$ cat src/rtl/bypass_ctrl_pkg.sv
// Shared definitions for the ID-stage operand bypass / load-use interlock unit:
// default depth, forwarding-source encodings and named ready-stage constants.
package bypass_ctrl_pkg;

  // Default number of tracked downstream stages (EX, MM1, MM2, WB).
  localparam int DEPTH_DEF = 4;

  // Forwarding source encodings: 0 selects the register file, k+1 selects stage k.
  localparam int FWD_SRC_GR  = 0;
  localparam int FWD_SRC_EX  = 1;
  localparam int FWD_SRC_MM1 = 2;
  localparam int FWD_SRC_MM2 = 3;
  localparam int FWD_SRC_WB  = 4;

  // First stage index at which a producer's result exists.
  localparam int RDY_EX  = 0;
  localparam int RDY_MM1 = 1;
  localparam int RDY_MM2 = 2;

  // Forwarding-source code for a producer sitting in stage k.
  function automatic int fwd_src_of_stage(input int k);
    return k + 1;
  endfunction

endpackage

$ cat src/rtl/bypass_port_sel.sv
// Priority match and operand mux for a single ID read port. The youngest
// (lowest-index) valid entry whose destination equals the source register
// wins; if its result is not yet available the port is flagged hazardous.
module bypass_port_sel
  import bypass_ctrl_pkg::*;
#(
  parameter int DEPTH = DEPTH_DEF,
  parameter int RW    = 5,
  parameter int DW    = 32,
  parameter int SW    = $clog2(DEPTH + 1),
  parameter int RSW   = $clog2(DEPTH)
) (
  input  logic                 rd_en,
  input  logic [RW-1:0]        rd_addr,
  input  logic [DEPTH-1:0]     ent_v,
  input  logic [DEPTH*RW-1:0]  ent_addr,
  input  logic [DEPTH*RSW-1:0] ent_rdy,
  input  logic [DW-1:0]        gr_data,
  input  logic [DEPTH*DW-1:0]  stage_res,
  output logic [DW-1:0]        rd_data,
  output logic [SW-1:0]        fwd_src,
  output logic                 hazard
);

  logic [DEPTH-1:0] hit_s;
  logic [RSW-1:0]   sel_s;
  logic             any_hit_s;
  logic [DW-1:0]    data_s;
  logic [SW-1:0]    src_s;
  logic             haz_s;

  // Per-entry match vector; r0 and disabled ports never match.
  always_comb begin
    hit_s = {DEPTH{1'b0}};
    for (int k = 0; k < DEPTH; k++) begin
      hit_s[k] = rd_en && (rd_addr != {RW{1'b0}}) && ent_v[k] &&
                 (ent_addr[k*RW +: RW] == rd_addr);
    end
  end

  // Priority encode: scanning from oldest to youngest lets the youngest hit win.
  always_comb begin
    sel_s = {RSW{1'b0}};
    for (int k = DEPTH - 1; k >= 0; k--) begin
      sel_s = hit_s[k] ? RSW'(k) : sel_s;
    end
    any_hit_s = |hit_s;
  end

  // Operand selection and hazard flag for the winning producer.
  always_comb begin
    data_s = gr_data;
    src_s  = SW'(FWD_SRC_GR);
    haz_s  = 1'b0;
    if (any_hit_s) begin
      src_s = SW'(fwd_src_of_stage(int'(sel_s)));
      // Winning data is driven either way; it is only meaningful when available.
      data_s = stage_res[sel_s*DW +: DW];
      if (ent_rdy[sel_s*RSW +: RSW] <= sel_s) begin
        haz_s = 1'b0;
      end else begin
        haz_s = 1'b1;
      end
    end else begin
      data_s = gr_data;
      src_s  = SW'(FWD_SRC_GR);
      haz_s  = 1'b0;
    end
  end

  assign rd_data = data_s;
  assign fwd_src = src_s;
  assign hazard  = haz_s;

endmodule

$ cat src/rtl/bypass_ctrl.sv
// Operand-bypass and load-use interlock unit for the ID stage. A shadow
// pipeline of in-flight register writers (one entry per downstream stage)
// drives per-port forwarding selection and the interlock; stalled cycles
// are counted for performance monitoring.
module bypass_ctrl
  import bypass_ctrl_pkg::*;
#(
  parameter int NRD          = 2,
  parameter int DEPTH        = DEPTH_DEF,
  parameter int RW           = 5,
  parameter int DW           = 32,
  parameter int FLUSH_STAGES = 1,
  parameter int SW           = $clog2(DEPTH + 1),
  parameter int RSW          = $clog2(DEPTH)
) (
  input  logic                 clk,
  input  logic                 resetn,
  input  logic                 pipe_go,
  input  logic                 flush,
  input  logic                 id_valid,
  input  logic [NRD-1:0]       id_rd_en,
  input  logic [NRD*RW-1:0]    id_rd_addr,
  input  logic                 id_wr_en,
  input  logic [RW-1:0]        id_wr_addr,
  input  logic [RSW-1:0]       id_ready_stage,
  input  logic [NRD*DW-1:0]    gr_data,
  input  logic [DEPTH*DW-1:0]  stage_res,
  output logic [NRD*DW-1:0]    rd_data,
  output logic [NRD*SW-1:0]    fwd_src,
  output logic                 stall,
  output logic [31:0]          stall_cnt
);

  // Flush never reaches past the tracked depth.
  localparam int FL = (FLUSH_STAGES > DEPTH) ? DEPTH : FLUSH_STAGES;
  localparam logic [DEPTH-1:0] FLUSH_MASK = DEPTH'((64'd1 << FL) - 64'd1);

  logic [DEPTH-1:0]     ent_v_r;
  logic [DEPTH*RW-1:0]  ent_addr_r;
  logic [DEPTH*RSW-1:0] ent_rdy_r;

  logic [DEPTH-1:0]     ent_v_nxt_s;
  logic [DEPTH*RW-1:0]  ent_addr_nxt_s;
  logic [DEPTH*RSW-1:0] ent_rdy_nxt_s;

  logic [NRD-1:0]       hazard_s;
  logic                 stall_s;
  logic                 wr_new_s;
  logic [31:0]          stall_cnt_r;

  // One priority match/mux per read port.
  for (genvar p = 0; p < NRD; p++) begin : g_port
    bypass_port_sel #(
      .DEPTH (DEPTH),
      .RW    (RW),
      .DW    (DW),
      .SW    (SW),
      .RSW   (RSW)
    ) u_sel (
      .rd_en     (id_rd_en[p]),
      .rd_addr   (id_rd_addr[p*RW +: RW]),
      .ent_v     (ent_v_r),
      .ent_addr  (ent_addr_r),
      .ent_rdy   (ent_rdy_r),
      .gr_data   (gr_data[p*DW +: DW]),
      .stage_res (stage_res),
      .rd_data   (rd_data[p*DW +: DW]),
      .fwd_src   (fwd_src[p*SW +: SW]),
      .hazard    (hazard_s[p])
    );
  end

  assign stall_s = id_valid && (|hazard_s);
  // A stalled or r0-targeting instruction enters EX as a bubble.
  assign wr_new_s = id_valid && !stall_s && id_wr_en && (id_wr_addr != {RW{1'b0}});

  // Shadow pipeline next state: shift on pipe_go, then flush kills the youngest stages.
  always_comb begin
    ent_v_nxt_s    = ent_v_r;
    ent_addr_nxt_s = ent_addr_r;
    ent_rdy_nxt_s  = ent_rdy_r;
    if (pipe_go) begin
      ent_v_nxt_s    = {ent_v_r[DEPTH-2:0], wr_new_s};
      ent_addr_nxt_s = {ent_addr_r[(DEPTH-1)*RW-1:0], id_wr_addr};
      ent_rdy_nxt_s  = {ent_rdy_r[(DEPTH-1)*RSW-1:0], id_ready_stage};
    end else begin
      ent_v_nxt_s    = ent_v_r;
      ent_addr_nxt_s = ent_addr_r;
      ent_rdy_nxt_s  = ent_rdy_r;
    end
    if (flush) begin
      ent_v_nxt_s = ent_v_nxt_s & ~FLUSH_MASK;
    end else begin
      ent_v_nxt_s = ent_v_nxt_s & {DEPTH{1'b1}};
    end
  end

  // Shadow pipeline state register.
  always_ff @(posedge clk or negedge resetn) begin
    if (!resetn) begin
      ent_v_r    <= {DEPTH{1'b0}};
      ent_addr_r <= {(DEPTH*RW){1'b0}};
      ent_rdy_r  <= {(DEPTH*RSW){1'b0}};
    end else begin
      ent_v_r    <= ent_v_nxt_s;
      ent_addr_r <= ent_addr_nxt_s;
      ent_rdy_r  <= ent_rdy_nxt_s;
    end
  end

  // Saturating count of interlock cycles.
  always_ff @(posedge clk or negedge resetn) begin
    if (!resetn) begin
      stall_cnt_r <= 32'd0;
    end else if (stall_s && (stall_cnt_r != 32'hFFFF_FFFF)) begin
      stall_cnt_r <= stall_cnt_r + 32'd1;
    end else begin
      stall_cnt_r <= stall_cnt_r;
    end
  end

  assign stall     = stall_s;
  assign stall_cnt = stall_cnt_r;

endmodule

$ cat config.mk
export PLATFORM = sky130hd
export DESIGN_NAME = bypass_ctrl
export DESIGN_NICKNAME = d
export VERILOG_FILES = /design/src/rtl/bypass_ctrl_pkg.sv /design/src/rtl/bypass_port_sel.sv /design/src/rtl/bypass_ctrl.sv
export SDC_FILE = /design/constraint.sdc
export NUM_CORES = 1
export LEC_CHECK = 0
export CORE_MARGIN = 5
export CORE_UTILIZATION = 45
export DETAILED_ROUTE_END_ITERATION = 12
export DONT_BUFFER_PORTS = 1
export GPL_ROUTABILITY_DRIVEN = 0
export PLACE_DENSITY = 0.63
export REMOVE_ABC_BUFFERS = 1
export SETUP_SLACK_MARGIN = 0.1
export SKIP_CTS_REPAIR_TIMING = 1
export SLEW_MARGIN = 20
export SYNTH_ARGS = -nofsm -noshare
export SYNTH_HDL_FRONTEND = slang
export SYNTH_SLANG_ARGS = --single-unit
$ cat constraint.sdc
create_clock -name clk -period 6.3 [get_ports clk]
set_input_delay 1.26 -clock clk [delete_from_list [all_inputs] [get_ports clk]]
set_output_delay 1.26 -clock clk [all_outputs]
set_load 0.05 [all_outputs]
# After elaboration in Yosys (flattened, before gate mapping)
# Index checks and enable logic that the tools add are counted.
# op_classes
order_cmp	2
mux	18
eq_ne	9
n_reduce_logical	31
shifts	4
n_addsub	3
# op_table
cell	count
variable part select 128 x 8 -> 32 bit	2
two-way mux 32 bit	2
equality test 5 bit	8
adder 32 x 1 -> 32 bit, second input constant	1
inequality test 32 bit, second input constant	1
logical AND 1 bit	23
two-way mux 2 bit	8
variable part select 8 x 4 -> 2 bit	2
nonzero test 5 bit	3
OR reduction 4 bit	2
adder 2 x 1 -> 3 bit, second input constant	2
two-way mux 3 bit	2
two-way mux 1 bit	5
<= comparator 2 bit	2
two-way mux 4 bit	1
nonzero test 2 bit	1
OR reduction 2 bit	1
logical NOT 1 bit	1
# word_totals
inputBits	217
regBits	64

# Longest topological paths before layout
# Gate-level depths: netlist (run 1).
# depth
word_depth	20
depth_mapped	17

# Hierarchy
# Synthesis (run 1) repeated with hierarchy kept, for this count alone.
# hier_totals
cells_unflattened	565
hier_area_um2	6452.4
# by_module_without_submodules
mod	instances	seq_area_each_um2	area_each_um2	cells_each
bypass_port_sel	2	0.0	1855.5	175
bypass_ctrl	1	1601.5	2741.4	215

# Worst setup path after synthesis (run 1)
# Ideal clock, no wire load.
# synth_path
path_type	input to output
from	in id_rd_addr[1]
to	out stall
cell_stages	13
setup_slack_ps	565
t_arrival_ps	4475
path_cell_list	clkbuf_1 xor2_1 nor4_1 a41oi_2 nor2_1 mux2_2 o21ai_0 ha_1 o22ai_1 a311oi_1 o22ai_4 buf_2 and2_1
# synth_between
elab_chain_cells	14
# synth_rtl
item	line	source
start, declared	bypass_ctrl.sv:22	input logic [NRD*RW-1:0] id_rd_addr,
nonzero test 5 bit	bypass_port_sel.sv:36	hit_s[k] = rd_en && (rd_addr != {RW{1'b0}}) && ent_v[k] &&
logical AND 1 bit (3 in a row)	bypass_port_sel.sv:36	
two-way mux 2 bit (4 in a row)	bypass_port_sel.sv:45	sel_s = hit_s[k] ? RSW'(k) : sel_s;
variable part select 8 x 4 -> 2 bit	bypass_port_sel.sv:59	if (ent_rdy[sel_s*RSW +: RSW] <= sel_s) begin
<= comparator 2 bit	bypass_port_sel.sv:59	
two-way mux 1 bit	bypass_port_sel.sv:59	
two-way mux 1 bit *	bypass_port_sel.sv:55	if (any_hit_s) begin
OR reduction 2 bit *	bypass_ctrl.sv:73	assign stall_s = id_valid && (|hazard_s);
logical AND 1 bit *	bypass_ctrl.sv:73	
end, declared	bypass_ctrl.sv:30	output logic stall,
# Mark *: on every way between the ends. The rest lies on a longest branch, timed or not.

# Worst setup path in the final report (run 1)
# Ends and elaborated chain as after synthesis.

==> impl_metrics.sql, run 1 <==
INSERT INTO impl_metrics (metric_group, metric, value, unit) VALUES
('logic_synthesis', 'post_synth_design_cell_area', '6320', 'um^2'),
('power_and_ir_drop', 'pwr-share-clk', '40.6', '%'),
('power_and_ir_drop', 'power.switching', '414', 'uW'),
('drt', 'detail-route-antenna-nets', '0', ''),
('sta', 'drv_slew', '0', ''),
('sta', 'final_hold_viol_count', '0', ''),
('clock_network', 'htreeDepth', '3', ''),
('logic_synthesis', 'synth_simple_gate_area_share', '20.2', '%'),
('power_and_ir_drop', 'vdd.ir_drop.worst', '0.172', 'mV'),
('flow_run', 'maxCapViolCount', '0', ''),
('run_status', 'status', 'complete, no violations', ''),
('global_route', 'pin_count_of_the_biggest_net_entering_global_routing', '69', ''),
('floorplanning', 'floorplan.initialDensity', '45.7', '%'),
('global_route', 'grt.overflow.total', '0', ''),
('layout', 'final.fill_count', '1274', ''),
('place', 'port_buffers', '0', ''),
('floorplanning', 'die_width', '128', 'um'),
('sta', 'relSlewSlack', '38.3', '%'),
('worst_setup_path', 'worst-endpoint-required', '5040', 'ps'),
('logic_synthesis', 'synth_top_family_by_area', 'multiplexers', ''),
('drt', 'routedWlPerCell', '25.5', 'um'),
('layout', 'most-common-layout-cells', 'sky130_fd_sc_hd__mux2i_1, sky130_fd_sc_hd__buf_4, sky130_fd_sc_hd__nor2_1, sky130_fd_sc_hd__dfrtp_1, sky130_fd_sc_hd__xnor2_1', ''),
('drt', 'drt_first_iter_violations', '481', ''),
('logic_synthesis', 'share_of_synthesized_area_occupied_by_flip_flops_and_latches', '25.4', '%'),
('clock_network', 'clkSlewWorstSetupHoldPaths', '50', 'ps'),
('clock_network', 'clock_tree_root_buffer_cell', 'sky130_fd_sc_hd__clkbuf_16', ''),
('drt', 'drt-pass1-iter-count', '6', ''),
('worst_setup_path', 'endpoint_kind', 'output port', ''),
('clock_network', 'cts_tree', 'yes', ''),
('place', 'placedInstanceArea', '6940', 'um^2'),
('logic_synthesis', 'synth-xor-area-share', '9.85', '%'),
('worst_setup_path', 'worst_setup_path_start_kind', 'primary input', ''),
('worst_setup_path', 'cp.arrival', '4110', 'ps'),
('drt', 'drt_drc_violations_left', '0', ''),
('clock_network', 'clock_insertion_delay_worst_skew', '330', 'ps'),
('sta', 'maxClockFrequency', '0.186', 'GHz'),
('logic_synthesis', 'ys_async_sr_fraction', '100', '%'),
('logic_synthesis', 'synth.area.mux_share', '21.6', '%'),
('layout', 'post_route_cells_drive_above_1_share', '18.8', '%'),
('power_and_ir_drop', 'combinationalPowerShare', '23.3', '%'),
('floorplanning', 'row_count', '43', ''),
('logic_synthesis', 'synth_cell_types', '51', ''),
('global_route', 'grt_pass1_wl', '36200', 'um'),
('logic_synthesis', 'postSynthRegisterBits', '64', ''),
('power_and_ir_drop', 'intPower', '987', 'uW'),
('logic_synthesis', 'synth_enable_flop_cells', '0', ''),
('layout', 'finalInstanceArea', '7280', 'um^2'),
('worst_setup_path', 'crit_path_max_fo', '5', ''),
('clock_network', 'cts.path.max_buffers', '2', ''),
('worst_setup_path', 'worst-setup-path-type', 'in2out', ''),
('layout', 'finish.net_count', '1000', ''),
('min_path', 'hp-class', 'reg2reg', ''),
('sta', 'final.setup_skew', '6.43', 'ps'),
('drt', 'detail_route.vias_per_cell', '6.52', ''),
('floorplanning', 'top_level_ports', '320', ''),
('global_route', 'antenna_found_initial', '3', ''),
('floorplanning', 'die_span_in_y', '128', 'um'),
('power_and_ir_drop', 'leakagePower', '3.21', 'nW'),
('logic_synthesis', 'synthesis.instances', '755', ''),
('clock_network', 'cts_num_sinks', '64', ''),
('logic_synthesis', 'post_synth_fa_ha_maj_area_fraction', '0.990', '%'),
('place', 'dpl_wire_length', '18800', 'um'),
('layout', 'syn_to_final_growth', '15.3', '%'),
('logic_synthesis', 'synth.yosys.warnings', '0', ''),
('sta', 'timing.final.setup_violations', '0', ''),
('logic_synthesis', 'synth_ff_type', 'sky130_fd_sc_hd__dfrtp_1', ''),
('power_and_ir_drop', 'sw_frac_of_total', '29.5', '%'),
('sta', 'layout_min_cycle_time', '5370', 'ps'),
('clock_network', 'clock_buffers_created_by_tritoncts', '9', ''),
('sta', 'grt_setup_unrepaired', 'false', ''),
('global_route', 'grt_pass1_vias', '6272', '');
## metrics by stage
stage	std cells	hold slack, ps	TNS [ps]	total power, mW	worst slack [ps]
3_3_place_gp	947	493	0	0.822	1040
3_5_place_dp	947	509	0	0.832	1000
4_1_cts	961	519	0	1.41	975
2_1_floorplan	688	464	-277360	0.739	-4030
6_report	961	517	0	1.40	926
5_1_grt	961	539	0	1.46	829
## metal layers
| layer | up-vias | GRT usage (%) | wire length, um |
|---|---|---|---|
| met3 | 95 | 13.3 | 3210 |
| met5 | - | 0 | 88 |
| li1 | 2792 | - | - |
| met1 | 2986 | 32.7 | 8960 |
| met4 | 6 | 13.7 | 1060 |
| met2 | 385 | 43.0 | 11200 |
## cell type report
type | instances | area [um^2] | area share [%]
clock buffers | 11 | 253 | 3.47
clock inverters | 3 | 90.1 | 1.24
inverters | 38 | 143 | 1.96
multi-input cells | 586 | 4360 | 59.9
flip-flops and latches | 64 | 1600 | 22.0
well taps | 180 | 225 | 3.09
repair buffers | 79 | 606 | 8.32
## path summary, 6_finish.rpt
path                                start       endpoint  slack [ps]  cells past startpoint
max                         id_rd_addr[1]          stall         930                     12
min                          ent_rdy_r[5]   ent_rdy_r[7]         520                      1
max reg2reg                ent_addr_r[11]   stall_cnt[1]        2420                     13
min reg2reg                  ent_rdy_r[5]   ent_rdy_r[7]         520                      1
max in group asynchronous          resetn  ent_addr_r[8]        5580                      0
min in group asynchronous          resetn  stall_cnt[29]         630                      0
## Yosys cell counts (3+ instances only)
| cell | instances | share of area [%] |
|---|---|---|
| sky130_fd_sc_hd__buf_4 | 7 | 0.83 |
| sky130_fd_sc_hd__a21oi_1 | 32 | 2.5 |
| sky130_fd_sc_hd__mux2_2 | 31 | 5.5 |
| sky130_fd_sc_hd__nand3b_1 | 32 | 3.8 |
| sky130_fd_sc_hd__a221oi_1 | 32 | 4.4 |
| sky130_fd_sc_hd__buf_2 | 10 | 0.79 |
| sky130_fd_sc_hd__nand3_1 | 17 | 1.3 |
| sky130_fd_sc_hd__ha_1 | 5 | 0.99 |
| sky130_fd_sc_hd__dfrtp_1 | 64 | 25 |
| sky130_fd_sc_hd__o21ai_0 | 37 | 2.9 |
| sky130_fd_sc_hd__clkbuf_1 | 40 | 2.4 |
| sky130_fd_sc_hd__buf_1 | 8 | 0.48 |
| sky130_fd_sc_hd__and4_1 | 3 | 0.42 |
| sky130_fd_sc_hd__a31oi_1 | 33 | 3.3 |
| sky130_fd_sc_hd__inv_1 | 38 | 2.3 |
| sky130_fd_sc_hd__nor2b_1 | 5 | 0.50 |
| sky130_fd_sc_hd__xor2_1 | 25 | 3.5 |
| sky130_fd_sc_hd__mux2i_1 | 100 | 16 |
| sky130_fd_sc_hd__nand2_1 | 27 | 1.6 |
| sky130_fd_sc_hd__nor2_1 | 71 | 4.2 |
| sky130_fd_sc_hd__nor4_1 | 10 | 0.99 |
| sky130_fd_sc_hd__nand4_1 | 21 | 2.1 |
| sky130_fd_sc_hd__nor3_1 | 7 | 0.55 |
| sky130_fd_sc_hd__xnor2_1 | 46 | 6.4 |
| sky130_fd_sc_hd__and2_1 | 6 | 0.59 |
| sky130_fd_sc_hd__and3_1 | 19 | 1.9 |
## power by group through the flow
stage,logic (mW),clock network (mW),registers [mW]
after global placement,0.313,0,0.509
final,0.326,0.569,0.506
after global routing,0.347,0.602,0.509
after CTS,0.324,0.581,0.505
after floorplan,0.249,0,0.490
after detailed placement,0.322,0,0.510
## sequential cells by signal, summed over array words and instances (netlist names)
register and flops:
ent_v_r 4, ent_addr_r 20, stall_cnt 32, ent_rdy_r 8
## logic make-up after synthesis
kind of cell | Yosys count
DFF | 64
buffers and inverters | 105
and+or+nand+nor | 233
muxes | 132
xor gates and xnor gates | 71
AOI/OAI and AO/OA | 145
adders and majority gates | 5
## worst max-delay path, stage by stage
cell and delay (ps):
sky130_fd_sc_hd__xor2_1 130, sky130_fd_sc_hd__nor4_1 700, sky130_fd_sc_hd__a41oi_4 230, sky130_fd_sc_hd__nor2_4 180
sky130_fd_sc_hd__mux2_2 330, sky130_fd_sc_hd__o21ai_0 150, sky130_fd_sc_hd__ha_1 170, sky130_fd_sc_hd__o22ai_1 70
sky130_fd_sc_hd__a311oi_1 380, sky130_fd_sc_hd__o22ai_4 140, sky130_fd_sc_hd__and2_1 210, sky130_fd_sc_hd__buf_12 150
Power figures use the tool's default switching activity.
==> run 2, diff against run 1 <==
ABC_AREA = 1   (was not set)
MAX_ROUTING_LAYER = met4   (was not set)
==> run 2 against run 1 <==
Compared with the run above:
- routed wire length is 3.0% higher
- first-iteration DRC count is 35% higher
- combinational power is 38% higher
- final cell count is 43% higher
- global-route usage is 1.0 points lower
- fmax is 7.2% higher
- total power is 3.2% higher
- cell area is 4.3% higher
==> impl_metrics.sql, run 2 <==
INSERT INTO impl_metrics (metric_group, metric, value, unit) VALUES
('run_status', 'status', 'complete, no violations', ''),
('power_and_ir_drop', 'power.total', '1.45', 'mW'),
('sta', 'setup_total_negative_slack', '0', 'ps'),
('drt', 'drt_wl_total', '25300', 'um'),
('layout', 'post_route_cells_drive_above_1_share', '10.4', '%'),
('flow_run', 'maxCapViolCount', '0', ''),
('layout', 'antenna-diode-count', '0', ''),
('min_path', 'whs_path_depth', '2', ''),
('sta', 'layout_min_cycle_time', '5010', 'ps'),
('floorplanning', 'top_level_ports', '320', ''),
('logic_synthesis', 'synth-xor-area-share', '4.25', '%'),
('sta', 'max_slew.worst_pin.slew', '1080', 'ps'),
('power_and_ir_drop', 'leakagePower', '3.48', 'nW'),
('worst_setup_path', 'timing.rr.start', 'ent_addr_r[15]', ''),
('global_route', 'grt_pass1_wl', '38900', 'um'),
('worst_setup_path', 'critical-path-slowest-cell', 'sky130_fd_sc_hd__buf_4', ''),
('logic_synthesis', 'post_synth_fa_ha_maj_area_fraction', '0.893', '%'),
('sta', 'relSlewSlack', '28.0', '%'),
('logic_synthesis', 'synth.area.top_cells', 'sky130_fd_sc_hd__dfrtp_1, sky130_fd_sc_hd__nand2_1, sky130_fd_sc_hd__o21ai_0', ''),
('sta', 'drv_slew', '0', ''),
('clock_network', 'clock_buffers_created_by_tritoncts', '9', ''),
('floorplanning', 'die_span_in_y', '135', 'um'),
('floorplanning', 'floorplan.initialDensity', '45.9', '%'),
('logic_synthesis', 'synth_simple_gate_area_share', '30.2', '%'),
('clock_network', 'cts_num_sinks', '64', ''),
('sta', 'timing.final.setup_violations', '0', ''),
('worst_setup_path', 'critical-path-max-stage-delay', '340', 'ps'),
('worst_setup_path', 'r2r_setup_slack', '2620', 'ps'),
('logic_synthesis', 'synth_enable_flop_cells', '0', ''),
('logic_synthesis', 'post_synth_design_cell_area', '7000', 'um^2'),
('place', 'placedCellCount', '1354', ''),
('floorplanning', 'die_width', '135', 'um'),
('drt', 'routedWlPerCell', '18.5', 'um'),
('logic_synthesis', 'synth.yosys.warnings', '0', ''),
('clock_network', 'htreeDepth', '3', ''),
('worst_setup_path', 'worst-endpoint-required', '5040', 'ps'),
('sta', 'final.setup_skew', '4.76', 'ps'),
('min_path', 'hp-class', 'reg2reg', ''),
('power_and_ir_drop', 'power_per_unit_of_standard_cell_area', '190', 'nW/um^2'),
('worst_setup_path', 'critical_path.most_common_cell', 'sky130_fd_sc_hd__nand2_1', ''),
('clock_network', 'cts_tree', 'yes', ''),
('global_route', 'groute.usage.overall', '26.9', '%'),
('global_route', 'pin_count_of_the_biggest_net_entering_global_routing', '86', ''),
('place', 'placement.setup.worst_slack', '1320', 'ps'),
('layout', 'final_common_cell', 'sky130_fd_sc_hd__nand2_1', ''),
('min_path', 'hold_end', 'ent_rdy_r[6]', ''),
('min_path', 'worst_hold_startpoint', 'ent_rdy_r[4]', ''),
('drt', 'detail-route-antenna-nets', '0', ''),
('logic_synthesis', 'synth_top_family_by_area', 'simple AND/OR/NAND/NOR gates', ''),
('layout', 'most-common-layout-cells', 'sky130_fd_sc_hd__nand2_1, sky130_fd_sc_hd__o21ai_0, sky130_fd_sc_hd__nor2_1, sky130_fd_sc_hd__inv_1, sky130_fd_sc_hd__a21oi_1', ''),
('logic_synthesis', 'synthDominantCellAreaShare', '22.9', '%'),
('drt', 'drt-pass1-iter-count', '6', ''),
('sta', 'maxClockFrequency', '0.200', 'GHz'),
('floorplanning', 'die-area', '18200', 'um^2'),
('worst_setup_path', 'worst_setup_path_start_kind', 'primary input', ''),
('logic_synthesis', 'synth_cell_types', '34', ''),
('global_route', 'grt.overflow.total', '0', ''),
('logic_synthesis', 'share_of_synthesized_area_occupied_by_flip_flops_and_latches', '22.9', '%'),
('logic_synthesis', 'synth_ff_type', 'sky130_fd_sc_hd__dfrtp_1', ''),
('drt', 'drt_drc_violations_left', '0', ''),
('place', 'port_buffers', '0', ''),
('clock_network', 'clock_tree_root_buffer_cell', 'sky130_fd_sc_hd__clkbuf_16', ''),
('floorplanning', 'row_count', '45', ''),
('logic_synthesis', 'synth.area.mux_share', '5.14', '%'),
('sta', 'period_share', '79.6', '%'),
('layout', 'syn_to_final_growth', '8.49', '%'),
('sta', 'final_hold_viol_count', '0', ''),
('worst_setup_path', 'crit_path_max_fo', '24', ''),
('layout', 'finalNonFillerCells', '1370', ''),
('worst_setup_path', 'ff2ff_path_depth', '21', ''),
('logic_synthesis', 'postSynthRegisterBits', '64', ''),
('logic_synthesis', 'avgSynthCellArea', '6.00', 'um^2'),
('logic_synthesis', 'synth.top_cells.by_count', 'sky130_fd_sc_hd__nand2_1, sky130_fd_sc_hd__o21ai_0, sky130_fd_sc_hd__nor2_1', ''),
('power_and_ir_drop', 'vdd.ir_drop.worst', '0.157', 'mV'),
('global_route', 'antenna_found_initial', '0', ''),
('layout', 'flip_flop_count_of_the_largest_register_all_copies_and_words_added', '32', ''),
('sta', 'grt_setup_unrepaired', 'false', ''),
('drt', 'vias', '7806', ''),
('drt', 'drt_first_iter_violations', '648', ''),
('logic_synthesis', 'synthDominantAreaCellType', 'sky130_fd_sc_hd__dfrtp_1', ''),
('floorplanning', 'core_outline_area', '15300', 'um^2'),
('worst_setup_path', 'worst_r2r_endpoint', 'stall_cnt[1]', ''),
('clock_network', 'cts.path.max_buffers', '2', ''),
('global_route', 'grt_pass1_vias', '7263', ''),
('logic_synthesis', 'ys_async_sr_fraction', '100', '%'),
('place', 'dpl_wire_length', '19400', 'um'),
('clock_network', 'clock_insertion_delay_worst_skew', '330', 'ps'),
('drt', 'detail_route.vias_per_cell', '5.70', ''),
('worst_setup_path', 'cp_cell_sequence', 'inv_1 > nand2_1 > nand2_1 > nor2_1 > nand2_1 > nor2_1 > nand2_1 > nand2_1 > inv_2 > nor2_8 > buf_4 > inv_2 > a21oi_1 > ha_1 > or2_2 > nand2_1 > nand2_2 > a21oi_1 > buf_4', ''),
('layout', 'fin_util', '49.8', '%'),
('worst_setup_path', 'worst-setup-path-type', 'in2out', ''),
('worst_setup_path', 'endpoint_kind', 'output port', ''),
('logic_synthesis', 'post-synth-top-count-cell', 'sky130_fd_sc_hd__nand2_1', ''),
('layout', 'finish.net_count', '1377', ''),
('worst_setup_path', 'cp.arrival', '3750', 'ps'),
('logic_synthesis', 'compound_gate_portion_of_the_synthesized_area', '24.7', '%'),
('logic_synthesis', 'synthesis.instances', '1168', ''),
('sta', 'final.setup.worst_slack', '1290', 'ps'),
('clock_network', 'clkSlewWorstSetupHoldPaths', '50', 'ps');
-- run 2: changes by cell type after synthesis, moves of 29 or more --
cell	delta
sky130_fd_sc_hd__a221oi_1	-32
sky130_fd_sc_hd__mux2i_1	-100
sky130_fd_sc_hd__nand3b_1	-31
sky130_fd_sc_hd__nor2_1	+61
sky130_fd_sc_hd__nand2_1	+216
sky130_fd_sc_hd__o21ai_1	+29
sky130_fd_sc_hd__o21ai_0	+131
sky130_fd_sc_hd__inv_1	+85
sky130_fd_sc_hd__xnor2_1	-42
sky130_fd_sc_hd__a21oi_1	+72
-- run 2: final cells by class --
class | count | area [um^2]
Clock buffer | 12 | 246
Sequential cell | 64 | 1600
Multi-Input combinational cell | 896 | 4570
Timing Repair Buffer | 45 | 350
Fill cell | 1604 | 7660
Clock inverter | 3 | 42.5
Tap cell | 211 | 264
Inverter | 139 | 522
-- run 2: through the flow --
stage / hold WS (ps) / instance area (um^2)
3_3_place_gp: 453 / 7290
4_1_cts: 481 / 7580
6_report: 477 / 7600
2_1_floorplan: 447 / 6690
5_1_grt: 512 / 7600
3_5_place_dp: 467 / 7290
-- run 2: logic make-up after synthesis --
logic type	Yosys count
compound gates	336
xor+xnor	34
fa+ha+maj	5
buf+inv	208
flops	64
mux	32
simple gates	489
-- run 2: worst max-delay path, delay by kind of cell --
| family | cells | cell delay [ps] |
|---|---|---|
| buffers and inverters | 5 | 750 |
| AND/OR/NAND/NOR | 11 | 1220 |
| AO/OA/AOI/OAI | 2 | 260 |
| adder cells (fa/ha/maj) | 1 | 230 |
-- run 2: where the power goes --
group	switching (mW)	internal, mW	leakage [nW]	total [mW]
clock	0.175	0.314	0.139	0.489
sequential	0.0643	0.442	0.844	0.506
combinational	0.316	0.135	2.49	0.451
total	0.555	0.891	3.48	1.45
-- run 2: worst max path at each step --
stage / start / to / slack (ps) / depth (start not counted)
6_report: id_rd_addr[7] / stall / 1290 / 19
5_1_grt: id_rd_addr[7] / stall / 990 / 18
4_1_cts: id_rd_addr[7] / stall / 1280 / 19
3_5_place_dp: id_rd_addr[8] / stall / 1320 / 18
3_3_place_gp: id_rd_addr[7] / stall / 1330 / 19
2_1_floorplan: id_rd_addr[7] / stall / 350 / 15
-- run 2: metal layers --
metal / global-route usage [%] / routed length [um] / vias up
li1: - / - / 3883
met1: 33.7 / 10300 / 3522
met2: 42.7 / 11900 / 366
met3: 9.50 / 2700 / 35
met4: 4.69 / 417 / 0
met5: - / 0 / -
==> run 3, diff against run 2 <==
clock period = 5 ns   (was 6.3 ns; I/O delays follow)
==> run 3 against run 2 <==
Compared with the run above:
- critical endpoint unchanged
- routed wire length increased by 0.88%
- clock skew is 1.2 ps lower
- register-to-register slack got worse by 1100 ps
- clock-buffer cell count is the same
- combinational power increased by 27%
- total power grew 29%
- cell area is 1.0% higher
- die area unchanged
- final cell count grew 0.44%
- critical path depth down 1
==> impl_metrics.sql, run 3 (synthesis gave the netlist of run 2 again) <==
INSERT INTO impl_metrics (metric_group, metric, value, unit) VALUES
('run_status', 'status', 'complete, no violations', ''),
('layout', 'final_common_cell', 'sky130_fd_sc_hd__nand2_1', ''),
('drt', 'routedWlPerCell', '18.5', 'um'),
('sta', 'timing.final.setup_violations', '0', ''),
('worst_setup_path', 'critical_path.most_common_cell', 'sky130_fd_sc_hd__nand2_1', ''),
('worst_setup_path', 'worst_setup_path_start_kind', 'primary input', ''),
('layout', 'finalNonFillerCells', '1376', ''),
('power_and_ir_drop', 'leakagePower', '3.52', 'nW'),
('clock_network', 'clock_tree_root_buffer_cell', 'sky130_fd_sc_hd__clkbuf_16', ''),
('layout', 'antenna-diode-count', '0', ''),
('sta', 'layout_min_cycle_time', '4350', 'ps'),
('worst_setup_path', 'r2r_setup_slack', '1520', 'ps'),
('sta', 'period_share', '86.9', '%'),
('sta', 'maxClockFrequency', '0.230', 'GHz'),
('clock_network', 'clkSlewWorstSetupHoldPaths', '60', 'ps'),
('worst_setup_path', 'cp.buffers_inverters', '3', ''),
('global_route', 'grt_pass1_wl', '38800', 'um'),
('sta', 'final.setup.worst_slack', '654', 'ps'),
('place', 'dpl_wire_length', '19800', 'um'),
('drt', 'detail_route.vias_per_cell', '5.71', ''),
('place', 'placement.setup.worst_slack', '651', 'ps'),
('worst_setup_path', 'critical-path-slowest-cell', 'sky130_fd_sc_hd__or2_2', ''),
('place', 'port_buffers', '0', ''),
('layout', 'finish.net_count', '1382', ''),
('drt', 'drt_wl_total', '25500', 'um'),
('place', 'placedInstanceArea', '7360', 'um^2'),
('place', 'placedCellCount', '1360', ''),
('clock_network', 'clock_insertion_delay_worst_skew', '330', 'ps'),
('floorplanning', 'die_span_in_y', '135', 'um'),
('power_and_ir_drop', 'sw_frac_of_total', '38.2', '%'),
('clock_network', 'clock_buffers_created_by_tritoncts', '9', ''),
('layout', 'syn_to_final_growth', '9.61', '%'),
('sta', 'hold_ws', '359', 'ps'),
('power_and_ir_drop', 'combinationalPowerShare', '30.6', '%'),
('clock_network', 'htreeDepth', '3', ''),
('power_and_ir_drop', 'power.switching', '713', 'uW'),
('sta', 'final_hold_viol_count', '0', ''),
('clock_network', 'cts.path.max_buffers', '2', ''),
('worst_setup_path', 'worst-endpoint-required', '4000', 'ps'),
('sta', 'drv_slew', '0', ''),
('drt', 'drt_first_iter_violations', '582', ''),
('floorplanning', 'top_level_ports', '320', ''),
('min_path', 'hp-class', 'in2async', ''),
('floorplanning', 'row_count', '45', ''),
('sta', 'relSlewSlack', '51.2', '%'),
('drt', 'drt_drc_violations_left', '0', ''),
('global_route', 'groute.usage.overall', '27.0', '%'),
('sta', 'grt_setup_unrepaired', 'false', ''),
('global_route', 'grt_pass1_vias', '7227', ''),
('drt', 'detail-route-antenna-nets', '0', ''),
('worst_setup_path', 'cp.arrival', '3350', 'ps'),
('floorplanning', 'floorplan.initialDensity', '45.9', '%'),
('floorplanning', 'core_outline_area', '15300', 'um^2'),
('layout', 'post_route_cells_drive_above_1_share', '11.0', '%'),
('floorplanning', 'die-area', '18200', 'um^2'),
('worst_setup_path', 'cp_cell_sequence', 'inv_2 > nand2_1 > nand2_1 > nor2_1 > nand2_1 > nor2_2 > nand3_1 > nand2_2 > nand2_4 > inv_2 > nor2_1 > o22ai_1 > ha_1 > or2_2 > nand2_1 > nand2_1 > a21oi_1 > buf_4', ''),
('worst_setup_path', 'crit_path_max_fo', '26', ''),
('worst_setup_path', 'critical-path-max-stage-delay', '280', 'ps'),
('power_and_ir_drop', 'vdd.ir_drop.worst', '0.165', 'mV'),
('drt', 'drt-pass1-iter-count', '6', ''),
('clock_network', 'cts_tree', 'yes', ''),
('worst_setup_path', 'cp_top_family', 'simple AND/OR/NAND/NOR gates', ''),
('flow_run', 'maxCapViolCount', '0', ''),
('layout', 'flip_flop_count_of_the_largest_register_all_copies_and_words_added', '32', ''),
('global_route', 'pin_count_of_the_biggest_net_entering_global_routing', '86', ''),
('layout', 'most-common-layout-cells', 'sky130_fd_sc_hd__nand2_1, sky130_fd_sc_hd__o21ai_0, sky130_fd_sc_hd__nor2_1, sky130_fd_sc_hd__inv_1, sky130_fd_sc_hd__a21oi_1', ''),
('worst_setup_path', 'worst-setup-path-type', 'in2out', ''),
('clock_network', 'cts_num_sinks', '64', ''),
('layout', 'finalInstanceArea', '7680', 'um^2'),
('sta', 'final.setup_skew', '3.56', 'ps'),
('power_and_ir_drop', 'pwr-share-clk', '35.3', '%'),
('power_and_ir_drop', 'power_per_unit_of_standard_cell_area', '243', 'nW/um^2'),
('drt', 'vias', '7863', ''),
('floorplanning', 'die_width', '135', 'um'),
('sta', 'max_slew.worst_pin.slew', '732', 'ps'),
('power_and_ir_drop', 'power_frac_seq', '34.1', '%'),
('global_route', 'grt.overflow.total', '0', ''),
('power_and_ir_drop', 'intPower', '1.16', 'mW'),
('global_route', 'antenna_found_initial', '0', ''),
('layout', 'final.fill_count', '1625', ''),
('worst_setup_path', 'endpoint_kind', 'output port', '');
-- run 3: path summary, 6_finish.rpt --
kind / start / to / cells past startpoint
worst max-delay path: id_rd_addr[0] / stall / 18
worst min-delay path: resetn / ent_addr_r[16] / 0
worst max register to register: ent_addr_r[19] / stall_cnt[8] / 20
worst min register to register: ent_rdy_r[1] / ent_rdy_r[3] / 2
max in group asynchronous: resetn / stall_cnt[22] / 0
min in group clk: ent_rdy_r[1] / ent_rdy_r[3] / 2
-- run 3: power by group through the flow --
stage | Sequential [mW] | Combinational [mW] | Clock (mW)
2_1_floorplan | 0.631 | 0.448 | 0
3_5_place_dp | 0.646 | 0.569 | 0
3_3_place_gp | 0.647 | 0.564 | 0
5_1_grt | 0.642 | 0.627 | 0.705
6_report | 0.637 | 0.572 | 0.660
4_1_cts | 0.637 | 0.571 | 0.675
-- run 3: per-layer routing --
metal	vias up	routed length (um)	GRT usage [%]
met3	39	2690	9.17
met4	0	561	6.33
met2	372	11700	41.7
met1	3573	10500	34.3
li1	3879	-	-
met5	-	0	-
-- run 3: cell type report --
type                            instances  area, um^2  share of cell area [%]
Sequential cell                        64        1600                    20.9
Multi-Input combinational cell        896        4570                    59.6
Timing Repair Buffer                   50         400                    5.22
Tap cell                              211         264                    3.44
Clock buffer                           12         267                    3.47
Clock inverter                          4        51.3                   0.668
Inverter                              139         522                    6.80
-- run 3: metrics by stage --
stage	setup TNS, ps	power [mW]	utilization, %
2_1_floorplan	-426	1.08	-
3_3_place_gp	0	1.21	48.2
3_5_place_dp	0	1.21	48.2
4_1_cts	0	1.88	50.3
5_1_grt	0	1.97	50.3
6_report	0	1.87	50.3
